===== src/rtl/writeback_queue.sv =====
// rtl/writeback_queue.sv - register-file writeback FIFO with read-port forwarding
// Memory results win arbitration; head drains one entry per cycle into the register file.
module writeback_queue #(
  parameter int width = 16,
  parameter int depth = 4
) (
  input  logic                     clk,
  input  logic                     reset,
  input  logic                     mem_valid,
  input  logic [2:0]               mem_addr,
  input  logic [width-1:0]         mem_data,
  output logic                     mem_ready,
  input  logic                     alu_valid,
  input  logic [2:0]               alu_addr,
  input  logic [width-1:0]         alu_data,
  output logic                     alu_ready,
  output logic                     write_en,
  output logic [2:0]               write_addr,
  output logic [width-1:0]         data_in,
  input  logic [2:0]               read_addr_a,
  input  logic [2:0]               read_addr_b,
  output logic                     fwd_hit_a,
  output logic                     fwd_hit_b,
  output logic [width-1:0]         fwd_data_a,
  output logic [width-1:0]         fwd_data_b,
  output logic [$clog2(depth):0]   pending
);

  localparam int aw = $clog2(depth);
  localparam logic [aw:0] full_count = (aw+1)'(depth);

  logic [2:0]       addr_q [depth];
  logic [width-1:0] data_q [depth];
  logic [aw-1:0]    wr_ptr;
  logic [aw-1:0]    rd_ptr;
  logic [aw:0]      count;

  logic             full;
  logic             empty;
  logic             mem_take;
  logic             alu_take;
  logic             enq;
  logic             pop;
  logic [2:0]       enq_addr;
  logic [width-1:0] enq_data;

  assign full      = (count == full_count);
  assign empty     = (count == '0);
  assign mem_ready = !full;
  assign alu_ready = !full && !mem_valid;
  assign mem_take  = mem_valid && mem_ready;
  assign alu_take  = !mem_take && alu_valid && alu_ready;
  assign enq_addr  = mem_take ? mem_addr : alu_addr;
  assign enq_data  = mem_take ? mem_data : alu_data;
  // Writes to r0 are handshaken but dropped so r0 never reaches the register file.
  assign enq       = (mem_take || alu_take) && (enq_addr != 3'd0);
  assign pop       = !empty;

  assign write_en   = !empty;
  assign write_addr = empty ? 3'd0 : addr_q[rd_ptr];
  assign data_in    = empty ? '0   : data_q[rd_ptr];
  assign pending    = count;

  always_ff @(posedge clk) begin
    if (!reset) begin
      wr_ptr <= '0;
      rd_ptr <= '0;
      count  <= '0;
      for (int i = 0; i < depth; i++) begin
        addr_q[i] <= 3'd0;
        data_q[i] <= '0;
      end
    end else begin
      if (enq) begin
        addr_q[wr_ptr] <= enq_addr;
        data_q[wr_ptr] <= enq_data;
        wr_ptr         <= wr_ptr + 1'b1;
      end
      if (pop) begin
        rd_ptr <= rd_ptr + 1'b1;
      end
      if (enq && !pop) begin
        count <= count + 1'b1;
      end else if (pop && !enq) begin
        count <= count - 1'b1;
      end
    end
  end

  // Walk oldest to youngest so the last match seen is the youngest pending value.
  function automatic logic [width:0] lookup(input logic [2:0] ra);
    logic [width:0] res;
    logic [aw-1:0]  idx;
    res = '0;
    for (int i = 0; i < depth; i++) begin
      idx = rd_ptr + aw'(i);
      if ((ra != 3'd0) && ((aw+1)'(i) < count) && (addr_q[idx] == ra)) begin
        res = {1'b1, data_q[idx]};
      end
    end
    return res;
  endfunction

  always_comb begin
    {fwd_hit_a, fwd_data_a} = lookup(read_addr_a);
    {fwd_hit_b, fwd_data_b} = lookup(read_addr_b);
  end

endmodule


===== config.mk =====
export PLATFORM = sky130hd
export DESIGN_NAME = writeback_queue
export DESIGN_NICKNAME = d
export VERILOG_FILES = /design/src/rtl/writeback_queue.sv
export SDC_FILE = /design/constraint.sdc
export NUM_CORES = 1
export LEC_CHECK = 0
export BUFFER_PORTS_ARGS = -buffer_cell sky130_fd_sc_hd__clkbuf_2
export CAP_MARGIN = 30
export CORE_ASPECT_RATIO = 0.75
export CORE_MARGIN = 5
export CORE_UTILIZATION = 50
export CTS_CLUSTER_SIZE = 8
export DETAILED_ROUTE_END_ITERATION = 16
export GPL_TIMING_DRIVEN = 0
export HOLD_SLACK_MARGIN = 0.12
export PLACE_DENSITY_LB_ADDON = 0.12
export SLEW_MARGIN = 20
export SYNTH_ARGS = -nofsm -noshare
export SYNTH_HDL_FRONTEND = slang
export SYNTH_SLANG_ARGS = --single-unit

===== constraint.sdc =====
create_clock -name clk -period 4.7 [get_ports clk]
set_input_delay 0.705 -clock clk [delete_from_list [all_inputs] [get_ports clk]]
set_output_delay 0.705 -clock clk [all_outputs]
set_load 0.02 [all_outputs]

==> metrics.txt <==
via count of the first global-routing pass ~5,600; relative contribution of combinational cells to total power around 62%; mean cell area of the mapped netlist about 10 um2; IO Count 107; Initial Util 50.7%; top library cells by usage in the layout, fill and taps aside sky130_fd_sc_hd__clkbuf_2 (101), sky130_fd_sc_hd__nor2_1 (100), sky130_fd_sc_hd__edfxtp_1 (76); count of cells resized by post-cts repair 0; Seq cells post-synth 85; Register-to-Register Path Depth 9; wire length reported by the detailed router about 21,000 um; FMAX about 250 MHz; data required time of the worst path approximately 4 ns; sequential fraction of design power between 20 and 25%; number of standard cells after synthesis about 670; power density over cell area 607 nW/um2; Syn Nets ~700; critical setup path kind reg -> out; Min Clock Period, post-route 3.92 ns; final antenna diode count 0; hold_ws around 0.67 ns; flop-to-flop setup slack 1.37 ns; warnings from Yosys 0; number of port buffers about 100; mapped cell area between 6000 and 7000 um2; hold buffer count at CTS 0; insertion delay of the later-clocked pin in the worst-skew pair between 0.3 and 0.4 ns; startpoint type of the worst setup path flip-flop; critical path's top delay family buffers and inverters; critical path's largest stage delay around 0.6 ns; Setup-failing EPs final 0; antenna-violating nets left 0; post-CTS setup buffer count 0; Tightest Pin Transition 0.907 ns; aggregate global routing overflow 0; Synth cell types between 50 and 60; global-route wire length before repair roughly 32,000 um; number of pins exceeding their max-slew limit in the final report 0; buffer type at the clock tree root sky130_fd_sc_hd__clkbuf_16; layout-stage area growth over the synthesis result 15.4%; top-area cell type share of the netlist area between 30% and 40%; outcome finished clean; 1st-pass router iterations 5; number of flops mapped to enable cells by yosys 76; Total GRT Usage roughly a quarter; last weighted congestion value of the routability-driven placer around 0.92; maximum fanout along the worst path 10; endpoint of the lowest-slack register-to-register path data_q[0][9]; overall die width 146 um; Worst slew margin ~39%; signal arrival time at the worst endpoint approximately 3.2 ns; RSZ-0062 raised after global routing false; die area between 15,000 and 20,000 um2; total number of vias slightly below 6,000; initial antenna violation count 0; critical hold path startpoint wr_ptr[1]; main flop type after synthesis sky130_fd_sc_hd__edfxtp_1; worst ir drop on vdd approximately 0.29 mV; cell breakdown of the critical path buf_2, mux4_2, and3_1, o211ai_1, clkbuf_1, o21a_1, o2bb2ai_1, clkbuf_2; Post-Route Setup TNS 0 ns; worst-case hold path end point wr_ptr[1]; Switching Share 45.8%; DRC violation total after the first TritonRoute iteration between 500 and 600; ratio of final minimum period to clock period a little over four fifths; Internal Power approximately 0.0026 W; DRC violations left 0; largest area contributor in the netlist sky130_fd_sc_hd__edfxtp_1; total core area 13,700 um2; CTS sink count 85; number of instances on the worst hold path 2; die height about 110 um; leading cell type in the layout, fill and taps excluded sky130_fd_sc_hd__clkbuf_2; clock-pin slew on the worst setup and hold paths around 0.060 ns; Reg2Reg Launch Point pending[0]; number of buffers on the longest clock path 2; cell row count 37; fraction of layout cells with a size suffix above 1 between 20% and 30%; number of nets in the finished design approximately 840; level count of the clock H-tree 3; clock share of power 14.9%; Static Leakage 3.12 nW; total power 0.00486 W; final-report hold violation count 0; sequential share of the synthesized area between 30% and 40%; per-cell routed wire length ~21 um; CTS tree built; drt via density about 6.2; endpoint type of the worst setup path primary output; Worst Path Buf+Inv 3; number of violations of the max-capacitance limit 0; power dissipated by switching net loads 0.00222 W; number of filler instances in the final layout around 1,200; clock buffer count from CTS 9; share of flip-flops with an asynchronous set or reset 0%; slowest library cell on the worst path sky130_fd_sc_hd__mux4_2; cell types with the largest area share after synthesis sky130_fd_sc_hd__edfxtp_1 (33%), sky130_fd_sc_hd__mux4_2 (14%), sky130_fd_sc_hd__mux2i_1 (6.5%), sky130_fd_sc_hd__nor2_1 (5.4%), sky130_fd_sc_hd__mux2_2 (2.8%); placed wire-length estimate after detailed placement around 17,000 um; class of the tightest hold or removal check reg -> reg; clock skew 0.00561 ns; largest net degree at the start of global routing 20
synth_stat cells (2+ instances only):
cell type                   number
sky130_fd_sc_hd__mux2_2         17
sky130_fd_sc_hd__and2_1         27
sky130_fd_sc_hd__clkbuf_1       28
sky130_fd_sc_hd__a311oi_1       15
sky130_fd_sc_hd__or2_2           3
sky130_fd_sc_hd__nor3_1          2
sky130_fd_sc_hd__ha_1            5
sky130_fd_sc_hd__nor2b_1         4
sky130_fd_sc_hd__xor2_1          9
sky130_fd_sc_hd__nand2_1        46
sky130_fd_sc_hd__o2bb2ai_1      15
sky130_fd_sc_hd__mux2i_1        45
sky130_fd_sc_hd__and3b_1         2
sky130_fd_sc_hd__mux4_2         43
sky130_fd_sc_hd__dfxtp_1         9
sky130_fd_sc_hd__nand3_1        19
sky130_fd_sc_hd__xnor2_1        12
sky130_fd_sc_hd__o22ai_1         2
sky130_fd_sc_hd__o21a_1         18
sky130_fd_sc_hd__buf_6           4
sky130_fd_sc_hd__a21oi_1        17
sky130_fd_sc_hd__a211oi_1        2
sky130_fd_sc_hd__buf_4           6
sky130_fd_sc_hd__nand4_1         2
sky130_fd_sc_hd__buf_2          10
sky130_fd_sc_hd__a221oi_1        5
sky130_fd_sc_hd__o21ai_0        21
sky130_fd_sc_hd__inv_1          23
sky130_fd_sc_hd__buf_1           9
sky130_fd_sc_hd__or3_1           5
sky130_fd_sc_hd__nor2_2          2
sky130_fd_sc_hd__nor2_1        100
sky130_fd_sc_hd__o211ai_1       19
sky130_fd_sc_hd__nor3b_1        16
sky130_fd_sc_hd__edfxtp_1       76
sky130_fd_sc_hd__a221oi_2       10
metal layers:
layer,part of all wire (%),up-vias,wire length [um],GRT usage [%]
li1,-,2734,-,-
met1,49,2847,10100,40.2
met2,41,328,8400,34.7
met3,9.5,20,1970,4.64
met4,1.1,0,219,4.87
met5,0,-,0,0
sequential cells by signal, indices dropped and copies added, names as in the netlist, named ones only:
signal	cells
data_q	64
addr_q	12
pending	3
rd_ptr	2
wr_ptr	2
power by group through the flow:
stage | registers (W) | clock network, W | logic (W)
final | 0.00111 | 0.000726 | 0.00302
after global routing | 0.00112 | 0.000761 | 0.00324
after CTS | 0.00111 | 0.000731 | 0.00298
after detailed placement | 0.00112 | 0 | 0.00297
after global placement | 0.00111 | 0 | 0.00291
after floorplan | 0.00107 | 0 | 0.00218
metrics by stage:
stage | instances | area [um2] | util [%] | setup WS, ns
floorplan | 668 | 6930 | - | 1.26
detailed placement | 946 | 7680 | 56.3 | 1.16
global route | 962 | 7990 | 58.5 | 0.644
global placement | 944 | 7650 | 56.0 | 0.298
finish | 962 | 7990 | 58.5 | 0.778
CTS | 962 | 7990 | 58.5 | 0.804
worst reg2reg max path, delay by kind of cell (launching register included):
kind | cells | cell delay, ns
AO/OA/AOI/OAI | 3 | 0.55
multiplexers | 1 | 0.23
adder cells (fa/ha/maj) | 1 | 0.27
buffers and inverters | 2 | 0.34
flip-flops | 1 | 0.56
AND/OR/NAND/NOR | 2 | 1.00
final cells by class:
| type | instances | area (um2) | share of cell area [%] |
|---|---|---|---|
| Tap cell | 175 | 219 | 2.74 |
| Multi-Input combinational cell | 502 | 4090 | 51.2 |
| Clock buffer | 11 | 233 | 2.91 |
| Sequential cell | 85 | 2460 | 30.8 |
| Inverter | 23 | 86.3 | 1.08 |
| Buffer | 58 | 294 | 3.68 |
| Clock inverter | 5 | 77.6 | 0.970 |
| Timing Repair Buffer | 103 | 532 | 6.65 |
cell families (layout without fill, tap and decap cells):
logic type,after synthesis,in the layout,share of synthesized area [%]
DFF,85,85,35.6
muxes,106,106,23.5
AOI/OAI and AO/OA,136,136,15.8
and+or+nand+nor,234,234,16.1
buffers and inverters,81,200,5.49
adders and majority gates,5,5,0.903
xor gates and xnor gates,21,21,2.66
worst max-delay path by stage:
stage | startpoint | to | slack [ns] | cells after the start
global placement | pending[0] | data_q[1][11] | 0.30 | 7
detailed placement | rd_ptr[1] | fwd_data_a[8] | 1.16 | 8
global route | rd_ptr[1] | fwd_data_a[8] | 0.64 | 8
finish | rd_ptr[1] | fwd_data_a[8] | 0.78 | 8
CTS | rd_ptr[1] | fwd_data_a[8] | 0.80 | 8
floorplan | pending[0] | addr_q[1][0] | 1.26 | 7
Note: power is estimated with default switching activity, not from simulation.
